`config.mk`:
```
export PLATFORM = sky130hd
export DESIGN_NAME = fila_entrada
export DESIGN_NICKNAME = d
export VERILOG_FILES = /design/src/rtl/fila_pkg.sv /design/src/rtl/fila_mem.sv /design/src/rtl/fila_entrada.sv
export SDC_FILE = /design/constraint.sdc
export NUM_CORES = 1
export LEC_CHECK = 0
export ABC_AREA = 0
export BUFFER_PORTS_ARGS = -buffer_cell sky130_fd_sc_hd__buf_2
export CORE_AREA = 4 4 108 100
export DETAILED_ROUTE_END_ITERATION = 10
export DIE_AREA = 0 0 112 104
export PLACE_DENSITY = 0.51
export SLEW_MARGIN = 20
export SYNTH_ARGS = -nofsm -noshare
export SYNTH_HDL_FRONTEND = slang
export SYNTH_SLANG_ARGS = --single-unit
export TNS_END_PERCENT = 10
```
`constraint.sdc`:
```
create_clock -name clock_100KHz -period 2.43 [get_ports clock_100KHz]
set_input_delay 0.243 -clock clock_100KHz [delete_from_list [all_inputs] [get_ports clock_100KHz]]
set_output_delay 0.243 -clock clock_100KHz [all_outputs]
set_load 0.03 [all_outputs]
```
`src/rtl/fila_pkg.sv`:
```
// Shared types and constants for the fila_entrada word queue.
package fila_pkg;

  // Enqueue handshake states: capture, acknowledge, wait for release
  typedef enum logic [1:0] {
    IDLE    = 2'd0,
    ACK     = 2'd1,
    RELEASE = 2'd2
  } fila_state_t;

  localparam int FILA_WIDTH  = 8;
  localparam int FILA_DEPTH  = 8;
  localparam int STALL_LIMIT = 16;

endpackage

```
`src/rtl/fila_mem.sv`:
```
// DEPTH x WIDTH storage array for fila_entrada with one write port and a
// registered read port. Contents are not reset; only the read register is.
module fila_mem #(
  parameter int WIDTH = 8,
  parameter int DEPTH = 8,
  localparam int AW   = $clog2(DEPTH)
) (
  input  logic             clk,
  input  logic             reset,
  input  logic             we,
  input  logic [AW-1:0]    waddr,
  input  logic [WIDTH-1:0] wdata,
  input  logic             re,
  input  logic [AW-1:0]    raddr,
  output logic [WIDTH-1:0] rdata
);

  logic [WIDTH-1:0] mem_q [DEPTH];

  // Storage write; no reset because stale contents are never read
  always_ff @(posedge clk) begin
    if (we) begin
      mem_q[waddr] <= wdata;
    end
  end

  // Registered read; holds the last popped word until the next pop
  always_ff @(posedge clk) begin
    if (reset) begin
      rdata <= '0;
    end else if (re) begin
      rdata <= mem_q[raddr];
    end else begin
      rdata <= rdata;
    end
  end

endmodule

```
`src/rtl/fila_entrada.sv`:
```
// fila_entrada: word queue sitting right after the deserializer.
// Captures a word offered on enqueue_in, answers with a one-cycle ack_out,
// then waits for enqueue_in to drop before it can capture again. While the
// queue is full the word is simply not acked, which holds the deserializer.
// Optional build macro FILA_ENTRADA_ERR_EN adds a sticky err_out flag
// (pop on empty, or an enqueue stalled on full for STALL_LIMIT cycles).
module fila_entrada
  import fila_pkg::*;
#(
  parameter int WIDTH = FILA_WIDTH,
  parameter int DEPTH = FILA_DEPTH
) (
  input  logic                   clock_100KHz,
  input  logic                   reset,
  input  logic [WIDTH-1:0]       data_in,
  input  logic                   enqueue_in,
  output logic                   ack_out,
  input  logic                   dequeue_in,
  output logic [WIDTH-1:0]       data_out,
  output logic [$clog2(DEPTH):0] len_out
`ifdef FILA_ENTRADA_ERR_EN
  ,
  output logic                   err_out
`endif
);

  localparam int AW = $clog2(DEPTH);
  localparam int LW = AW + 1;

  fila_state_t   state_q;
  logic          ack_q;
  logic [AW-1:0] wr_ptr_q, wr_ptr_d;
  logic [AW-1:0] rd_ptr_q, rd_ptr_d;
  logic [LW-1:0] len_q, len_d;
  logic          full_s;
  logic          empty_s;
  logic          wr_en_s;
  logic          rd_en_s;

  // Full/empty use start-of-cycle occupancy, so a pop never frees space
  // for a capture in the same cycle and vice versa.
  assign full_s  = (len_q == LW'(DEPTH));
  assign empty_s = (len_q == LW'(0));
  assign wr_en_s = (state_q == IDLE) && enqueue_in && !full_s;
  assign rd_en_s = dequeue_in && !empty_s;

  // Enqueue handshake FSM with registered acknowledge
  always_ff @(posedge clock_100KHz) begin
    if (reset) begin
      state_q <= IDLE;
      ack_q   <= 1'b0;
    end else begin
      case (state_q)
        IDLE: begin
          if (wr_en_s) begin
            state_q <= ACK;
            ack_q   <= 1'b1;
          end else begin
            state_q <= IDLE;
            ack_q   <= 1'b0;
          end
        end
        ACK: begin
          state_q <= RELEASE;
          ack_q   <= 1'b0;
        end
        RELEASE: begin
          ack_q <= 1'b0;
          if (!enqueue_in) begin
            state_q <= IDLE;
          end else begin
            state_q <= RELEASE;
          end
        end
        default: begin
          state_q <= IDLE;
          ack_q   <= 1'b0;
        end
      endcase
    end
  end

  // Next-state for pointers and occupancy counter
  always_comb begin
    wr_ptr_d = wr_ptr_q;
    rd_ptr_d = rd_ptr_q;
    len_d    = len_q;
    if (wr_en_s) begin
      wr_ptr_d = wr_ptr_q + AW'(1);
    end else begin
      wr_ptr_d = wr_ptr_q;
    end
    if (rd_en_s) begin
      rd_ptr_d = rd_ptr_q + AW'(1);
    end else begin
      rd_ptr_d = rd_ptr_q;
    end
    case ({wr_en_s, rd_en_s})
      2'b10:   len_d = len_q + LW'(1);
      2'b01:   len_d = len_q - LW'(1);
      default: len_d = len_q;
    endcase
  end

  // Pointer and occupancy registers
  always_ff @(posedge clock_100KHz) begin
    if (reset) begin
      wr_ptr_q <= '0;
      rd_ptr_q <= '0;
      len_q    <= '0;
    end else begin
      wr_ptr_q <= wr_ptr_d;
      rd_ptr_q <= rd_ptr_d;
      len_q    <= len_d;
    end
  end

  fila_mem #(
    .WIDTH (WIDTH),
    .DEPTH (DEPTH)
  ) u_mem (
    .clk   (clock_100KHz),
    .reset (reset),
    .we    (wr_en_s),
    .waddr (wr_ptr_q),
    .wdata (data_in),
    .re    (rd_en_s),
    .raddr (rd_ptr_q),
    .rdata (data_out)
  );

  assign ack_out = ack_q;
  assign len_out = len_q;

`ifdef FILA_ENTRADA_ERR_EN
  localparam int SW = $clog2(STALL_LIMIT + 1);

  logic [SW-1:0] stall_q, stall_d;
  logic          err_q, err_d;
  logic          stall_s;

  assign stall_s = (state_q == IDLE) && enqueue_in && full_s;

  // Stall counter and sticky error next-state
  always_comb begin
    stall_d = stall_q;
    err_d   = err_q;
    if (stall_s) begin
      if (stall_q == SW'(STALL_LIMIT)) begin
        stall_d = stall_q;
      end else begin
        stall_d = stall_q + SW'(1);
      end
    end else begin
      stall_d = '0;
    end
    if ((dequeue_in && empty_s) ||
        (stall_s && (stall_q == SW'(STALL_LIMIT - 1)))) begin
      err_d = 1'b1;
    end else begin
      err_d = err_q;
    end
  end

  // Stall counter and sticky error registers
  always_ff @(posedge clock_100KHz) begin
    if (reset) begin
      stall_q <= '0;
      err_q   <= 1'b0;
    end else begin
      stall_q <= stall_d;
      err_q   <= err_d;
    end
  end

  assign err_out = err_q;
`endif

endmodule

```
==> results of run 1 <==
final timing paths:
| kind | to | cells past startpoint | from | slack [ps] |
|---|---|---|---|---|
| worst max-delay path | len_out[3] | 7 | len_out[3] | 140 |
| worst min-delay path | state_q[1] | 3 | enqueue_in | 160 |
| worst max register to register | len_out[3] | 7 | len_out[3] | 140 |
| worst min register to register | state_q[1] | 2 | state_q[0] | 480 |
area by class of cell:
type                       count  area (µm²)  share of cell area (%)
clock buffer                   9       123.9                   3.166
sequential                    85        2347                   59.99
timing repair buffer          41       247.7                   6.332
multi-input combinational     97       920.9                   23.54
clock inverter                 6       96.34                   2.462
inverter                       5       18.77                  0.4797
tap                          126       157.7                   4.029
cells in the mapped netlist (all sizes together):
master  number
ha           5
clkbuf       4
fa           1
nor4b        2
mux2i        2
nand3b       1
or4          1
buf          7
inv          5
nand2        3
a211o        1
or2          1
nor3        11
nor3b        2
a2111o       1
nand3        1
nand2b       3
xor2         4
o22ai        8
o31ai        1
xnor2        2
o41a         1
edfxtp      64
a21oi        6
nor4         1
dfxtp       21
nor2        22
and3         1
mux4        16
worst max-delay path, cell delays in order (launching register included):
cell,delay [ps]
dfxtp_2,360
o41a_1,450
ha_1,270
ha_4,310
nand3_1,90
and3_1,190
or4_1,390
a21oi_1,160
cells by family after synthesis:
| kind of cell | share of synthesized area [%] |
|---|---|
| fa+ha+maj | 2.494 |
| buf+inv | 2.494 |
| mux | 11.49 |
| xor+xnor | 1.587 |
| flops | 70.75 |
| simple gates | 7.597 |
| compound gates | 3.591 |
layer usage:
| layer | share of wire [%] | global-route usage (%) | vias up |
|---|---|---|---|
| met1 | 46 | 14.89 | 846 |
| met5 | 0 | 0 | - |
| met3 | 5.2 | 3.723 | 10 |
| li1 | - | - | 841 |
| met2 | 48 | 17.59 | 33 |
| met4 | 1.3 | 4.378 | 0 |
stage by stage:
stage | hold slack (ps) | cells | setup WS, ps | power [mW]
global placement | 460.0 | 354 | 240.0 | 2.990
finish | 160.8 | 369 | 138.6 | 4.053
global route | 146.8 | 369 | 58.85 | 4.284
CTS | 145.1 | 369 | 139.2 | 4.114
detailed placement | 478.4 | 354 | 161.8 | 3.013
floorplan | 322.3 | 198 | 8.621 | 2.721
state kept, by name, summed over array words and instances (netlist names):
register / flops
u_mem.mem_q: 64
u_mem.rdata: 8
len_out: 4
rd_ptr_q: 3
wr_ptr_q: 3
state_q: 2
ack_out: 1
where the power goes:
group	internal, mW	leakage (nW)	switching, mW
logic	0.468	0.473	0.651
clock network	0.585	0.108	0.508
registers	1.73	0.753	0.113
total	2.78	1.33	1.27
==> results.cfg, run 1 <==
[placed_design]
dp_hpwl_mm = 4.252
port_buffers = 24
place.gp.congestion = 0.7004
place_area_mm2 = 0.003692

[drt]
firstDrtPassIters = 4
routedWlPerCell_um = 17.04
via_per_inst = 4.688
dr.first_iter.drc_count = 100
dr_total_vias = 1730
wl_mm = 6.289
ant_nets = 0
drc_errors = 0

[grt]
grt_use_total_pct = 11.37
grt_pass1_wl_mm = 9.963
antenna_found_initial = 0
grt_pass1_vias = 1844
overflow = 0
grt_max_degree = 22

[pwr]
peakVddDrop_mv = 0.5925
power.leakage_nw = 1.334
power.density_mw_per_mm2 = 1036

[worst_setup_path]
crit_type = flop to flop
worstSetupStartpointType = flop
arrival_ps = 2570
crit_required_ps = 2700
cp_max_fo = 6
end_kind = flop

[clock_network]
root_buffer = clkbuf_8
cts_made_buffers = 9
cts_max_level = 3
clock_latency_ps = 350
clkTransAtPathRegs_ps = 80
cts_buffer_depth = 2
post_cts_resized = 0
ctsHoldBuffers = 0
cts_tree = yes
clock-sinks = 85
post_cts_buffers = 0

[finish]
finalInstanceArea_mm2 = 0.003913
nets = 257
drive_above_1_share_pct = 34.57
final_cell_mix = edfxtp_1, buf_2, nor2_1
final_common_cell = edfxtp_1
num-fill-cells = 888
syn_to_final_growth_pct = 18.18
final_util_pct = 40.88
antenna_cells = 0

[synth]
synth.distinct_cells = 31
synth.top_cell.area_share_pct = 58.05
synthCells = 198
synth.avg_cell_area_um2 = 16.72
synthTopCellsByArea = edfxtp_1, dfxtp_1, mux4_2
synth_largest_area_cell = edfxtp_1
synth_fp_nets = 216
ys_warn_count = 0
ys_seq_area_share_pct = 70.75
ys_seq_elements = 85
syn_area_mm2 = 0.003311

[timing]
rsz0062_at_grt = false
fin_setup_tns_ps = 0
fin_crit_ps = 2291
slew_violations = 0
finalHoldViolCount = 0
maxSlewHeadroom_pct = 59.67
fmax_mhz = 436.4
tightestPinTransition_ps = 604.2
period_share_pct = 94.30
clock_skew_ps = 8.658
setup_violations = 0

[run_status]
run_status = complete, no violations

[floorplan]
initial_core_util_pct = 34.59
io_pins = 25
die_w_um = 112
fp.coreArea_mm2 = 0.009572
die_y_um = 104
die_area_mm2 = 0.01165
num_rows = 34

[run]
drv_cap = 0

[worst_hold_path]
min_path_type = input port to flop
Note: power is estimated with default switching activity, not from simulation.
==> run 2: changes to the inputs <==
--- a/config.mk
+++ b/config.mk
@@ -7,10 +7,11 @@
 export LEC_CHECK = 0
 export ABC_AREA = 0
 export BUFFER_PORTS_ARGS = -buffer_cell sky130_fd_sc_hd__buf_2
-export CORE_AREA = 4 4 108 100
+export CORE_AREA = 3 3 123 114
 export DETAILED_ROUTE_END_ITERATION = 10
-export DIE_AREA = 0 0 112 104
-export PLACE_DENSITY = 0.51
+export DIE_AREA = 0 0 126 117
+export PLACE_DENSITY = 0.41
+export REMOVE_ABC_BUFFERS = 1
 export SLEW_MARGIN = 20
 export SYNTH_ARGS = -nofsm -noshare
 export SYNTH_HDL_FRONTEND = slang
==> results.cfg, run 2 (same netlist as run 1, synthesis figures left out) <==
[timing]
tightestPinTransition_ps = 510.5
fin_crit_ps = 2313
maxSlewHeadroom_pct = 65.97
finalWorstSetupSlack_ps = 116.9
rsz0062_at_grt = false
fmax_mhz = 432.3
slew_violations = 0
finalHoldViolCount = 0
clock_skew_ps = 4.579
fin_hold_ws_ps = 179.2
period_share_pct = 95.19
setup_violations = 0

[placed_design]
place.gp.congestion = 0.7546
placedCellCount = 392
preCtsSetupSlack_ps = 87.38
port_buffers = 24
place_area_mm2 = 0.003719
dp_hpwl_mm = 4.254

[worst_hold_path]
min_path_type = input port to flop
holdPathStages = 1

[grt]
grt_use_total_pct = 9.771
grt_max_degree = 22
grt_pass1_wl_mm = 10.46
antenna_found_initial = 0
overflow = 0
grt_pass1_vias = 1843

[worst_setup_path]
end_kind = flop
crit_type = flop to flop
worstSetupStartpointType = flop
cp_max_fo = 4
crit_required_ps = 2690
rr_worst_depth = 7
arrival_ps = 2570

[pwr]
power.leakage_nw = 1.371
peakVddDrop_mv = 0.3491
power.density_mw_per_mm2 = 1078

[clock_network]
cts_tree = yes
cts_made_buffers = 9
ctsHoldBuffers = 0
clock-sinks = 85
clock_latency_ps = 330
cts_buffer_depth = 2
cts_max_level = 3
clkTransAtPathRegs_ps = 60
root_buffer = clkbuf_16

[floorplan]
die_w_um = 126
die_area_mm2 = 0.01474
die_y_um = 117
io_pins = 25
fp.coreArea_mm2 = 0.01269
num_rows = 39
initial_core_util_pct = 26.09

[finish]
drive_above_1_share_pct = 34.02
regMostFlops = u_mem.mem_q
final_cell_mix = edfxtp_1, buf_2, nor2_1
antenna_cells = 0
largest_reg_flops = 64
finalInstanceArea_mm2 = 0.004035
syn_to_final_growth_pct = 21.88
nets = 257
layout.cells.non_filler = 408
final_common_cell = edfxtp_1
final_util_pct = 31.80

[drt]
dr_total_vias = 1764
firstDrtPassIters = 4
dr.first_iter.drc_count = 64
wl_mm = 6.707
via_per_inst = 4.324
ant_nets = 0
routedWlPerCell_um = 16.44
drc_errors = 0

[run_status]
run_status = complete, no violations

[run]
drv_cap = 0
## run 2: cell types whose count changed in the layout (fill, tap and decap cells not counted)
cell / before / now
bufinv_16: 2 / 1
clkbuf_16: 0 / 9
clkbuf_8: 9 / 0
clkinvlp_4: 1 / 2
dfxtp_1: 17 / 19
dfxtp_2: 4 / 2
ha_1: 4 / 5
ha_4: 1 / 0
inv_6: 1 / 3
inv_8: 1 / 0
nor3_1: 11 / 10
nor3_2: 0 / 1
## run 2: path summary, 6_finish.rpt
kind,start,end,slack [ps]
hold / removal,data_in[3],u_mem.mem_q[1][3],180
setup reg to reg,len_out[0],len_out[3],120
hold reg to reg,state_q[0],state_q[1],480
setup / recovery,len_out[0],len_out[3],120
## run 2: worst max-delay path, cell delays in order (launching register included)
cell     delay [ps]
dfxtp_2         340
o41a_1          420
ha_1            240
ha_1            340
a21oi_2         160
a21oi_1         100
or4_1           480
a21oi_1         160
## run 2: metal layers
metal | vias to the layer above | wire [µm] | track usage, %
li1 | 849 | - | -
met1 | 881 | 3060 | 12.02
met2 | 25 | 3291 | 16.45
met3 | 9 | 260 | 3.085
met4 | 0 | 94 | 3.431
met5 | - | 0 | 0
## run 2: cell type report
type | count | area [µm²]
Tap cell | 164 | 205.2
Clock buffer | 9 | 225.2
Inverter | 5 | 18.77
Fill cell | 1280 | 8652
Timing Repair Buffer | 41 | 247.7
Clock inverter | 7 | 80.08
Multi-Input combinational cell | 97 | 913.4
Sequential cell | 85 | 2345
## run 2: what timing repair did
action | in CTS | in global routing
gates resized for setup | 0 | 4
setup endpoints to repair | 0 | 1
buffers inserted | 0 | 0
## run 2: where the power goes
part	switching [mW]	internal, mW
registers	0.0890	1.73
logic	0.683	0.470
clock network	0.572	0.808
## run 2: metrics by stage
step | total power, mW | setup TNS, ps
2_1_floorplan | 2.626 | -1450
6_report | 4.351 | 0
3_5_place_dp | 3.014 | 0
3_3_place_gp | 3.011 | 0
4_1_cts | 4.423 | 0
5_1_grt | 4.616 | 0
==> run 3: changes to the inputs <==
--- a/config.mk
+++ b/config.mk
@@ -5,12 +5,11 @@
 export SDC_FILE = /design/constraint.sdc
 export NUM_CORES = 1
 export LEC_CHECK = 0
-export ABC_AREA = 0
-export BUFFER_PORTS_ARGS = -buffer_cell sky130_fd_sc_hd__buf_2
 export CORE_AREA = 3 3 123 114
 export DETAILED_ROUTE_END_ITERATION = 10
 export DIE_AREA = 0 0 126 117
-export PLACE_DENSITY = 0.41
+export DONT_BUFFER_PORTS = 1
+export PLACE_DENSITY = 0.39
 export REMOVE_ABC_BUFFERS = 1
 export SLEW_MARGIN = 20
 export SYNTH_ARGS = -nofsm -noshare
==> results.cfg, run 3 (same netlist as run 1, synthesis figures left out) <==
[drt]
highest_layer = met4
drc_errors = 0
routedWlPerCell_um = 17.60
via_per_inst = 4.316
met2_length_mm = 3.474
wl_met1_mm = 3.158
firstDrtPassIters = 4
ant_nets = 0
dr.first_iter.drc_count = 113
wl_mm = 6.969
dr_total_vias = 1709
wl_met3_um = 250

[timing]
clock_skew_ps = 5.950
fmax_mhz = 442.1
rsz0062_at_grt = false
finalWorstSetupSlack_ps = 168.1
period_share_pct = 93.08
finalHoldViolCount = 0
fin_crit_ps = 2262
maxSlewHeadroom_pct = 36.53
tightestPinTransition_ps = 948.9
slew_violations = 0
setup_violations = 0
fin_hold_ws_ps = 72.55

[placed_design]
preCtsSetupSlack_ps = 113.1
port_buffers = 0
place.gp.congestion = 0.7211
dp_hpwl_mm = 4.286

[grt]
grt_pass1_wl_mm = 10.97
grt_max_degree = 22
antenna_found_initial = 0
grt_pass1_vias = 1778
overflow = 0
grt_use_total_pct = 10.12

[worst_setup_path]
cp_max_fo = 5
max_stage_delay_ps = 400
crit_required_ps = 2680
arrival_ps = 2510
path_delay_family = simple AND/OR/NAND/NOR gates
crit_slowest_cell = or4_1
crit_buf_inv = 0
worstSetupStartpointType = flop
end_kind = flop
crit_type = flop to flop
crit_chain = nor3_1 > a211o_1 > ha_1 > ha_4 > nand3_1 > and3_1 > or4_1 > a21oi_1
r2r_slack_ps = 170

[run]
drv_cap = 0

[finish]
nets = 245
syn_to_final_growth_pct = 20.60
drive_above_1_share_pct = 25.43
regMostFlops = u_mem.mem_q
final_cell_mix = edfxtp_1, nor2_1, buf_4
final_common_cell = edfxtp_1
num-fill-cells = 1239
largest_reg_flops = 64
antenna_cells = 0
final_util_pct = 31.47

[run_status]
run_status = complete, no violations

[clock_network]
cts_max_level = 3
clock-sinks = 85
root_buffer = clkbuf_16
clock_latency_ps = 330
cts_buffer_depth = 2
cts_made_buffers = 9
cts_tree = yes
clkTransAtPathRegs_ps = 60

[floorplan]
fp.coreArea_mm2 = 0.01269
die_area_mm2 = 0.01474
num_rows = 39
die_w_um = 126
io_pins = 25
die_y_um = 117
initial_core_util_pct = 26.09

[worst_hold_path]
min_path_type = input port to flop

[pwr]
power.leakage_nw = 1.294
power.density_mw_per_mm2 = 1043
peakVddDrop_mv = 0.4486
[run 3: cell count changes in the layout (fill, tap and decap cells not counted)]
| cell | delta |
|---|---|
| bufinv_16 | -1 |
| nor3_1 | +1 |
| ha_1 | -1 |
| ha_4 | +1 |
| dlygate4sd3_1 | +9 |
| buf_4 | +3 |
| inv_6 | -3 |
| buf_2 | -24 |
| clkinv_2 | +2 |
| nor3_2 | -1 |
| clkinvlp_4 | -1 |
| clkbuf_1 | +3 |
[run 3: worst paths after layout]
| path | startpoint | endpoint | cells after the start |
|---|---|---|---|
| worst max-delay path | len_out[2] | len_out[3] | 8 |
| worst min-delay path | enqueue_in | state_q[1] | 2 |
| worst max register to register | len_out[2] | len_out[3] | 8 |
| worst min register to register | state_q[0] | state_q[1] | 2 |
[run 3: layout make-up]
class,count,area (µm²),area share [%]
Tap cell,164,205.2,5.139
Clock inverter,4,26.28,0.6581
Inverter,5,18.77,0.4701
Sequential cell,85,2345,58.73
Timing Repair Buffer,29,240.2,6.017
Clock buffer,12,236.5,5.923
Multi-Input combinational cell,97,920.9,23.06
[run 3: per-layer routing]
metal / vias up / global-route usage (%)
li1: 820 / -
met1: 864 / 12.68
met2: 18 / 16.59
met3: 7 / 3.494
met4: 0 / 3.431
met5: - / 0
[run 3: timing repair]
action	4_1_cts	5_1_grt
endpoints found under the hold margin	85	0
hold buffers	9	0
resized for setup	0	4
setup buffers	0	0
setup endpoints to repair	0	1
[run 3: through the flow]
step           power (mW)  instances  area (µm²)  TNS, ps
2_1_floorplan       2.626        187        3247    -1450
3_5_place_dp        2.940        371        3621        0
5_1_grt             4.425        396        3993        0
3_3_place_gp        2.947        371        3621        0
4_1_cts             4.215        396        3974        0
6_report            4.166        396        3993        0
[run 3: power by group]
group	total [mW]	leakage (nW)	internal, mW	switching [mW]
Sequential	1.97	0.752	1.73	0.241
Clock	1.22	0.127	0.691	0.532
Combinational	0.972	0.415	0.444	0.527
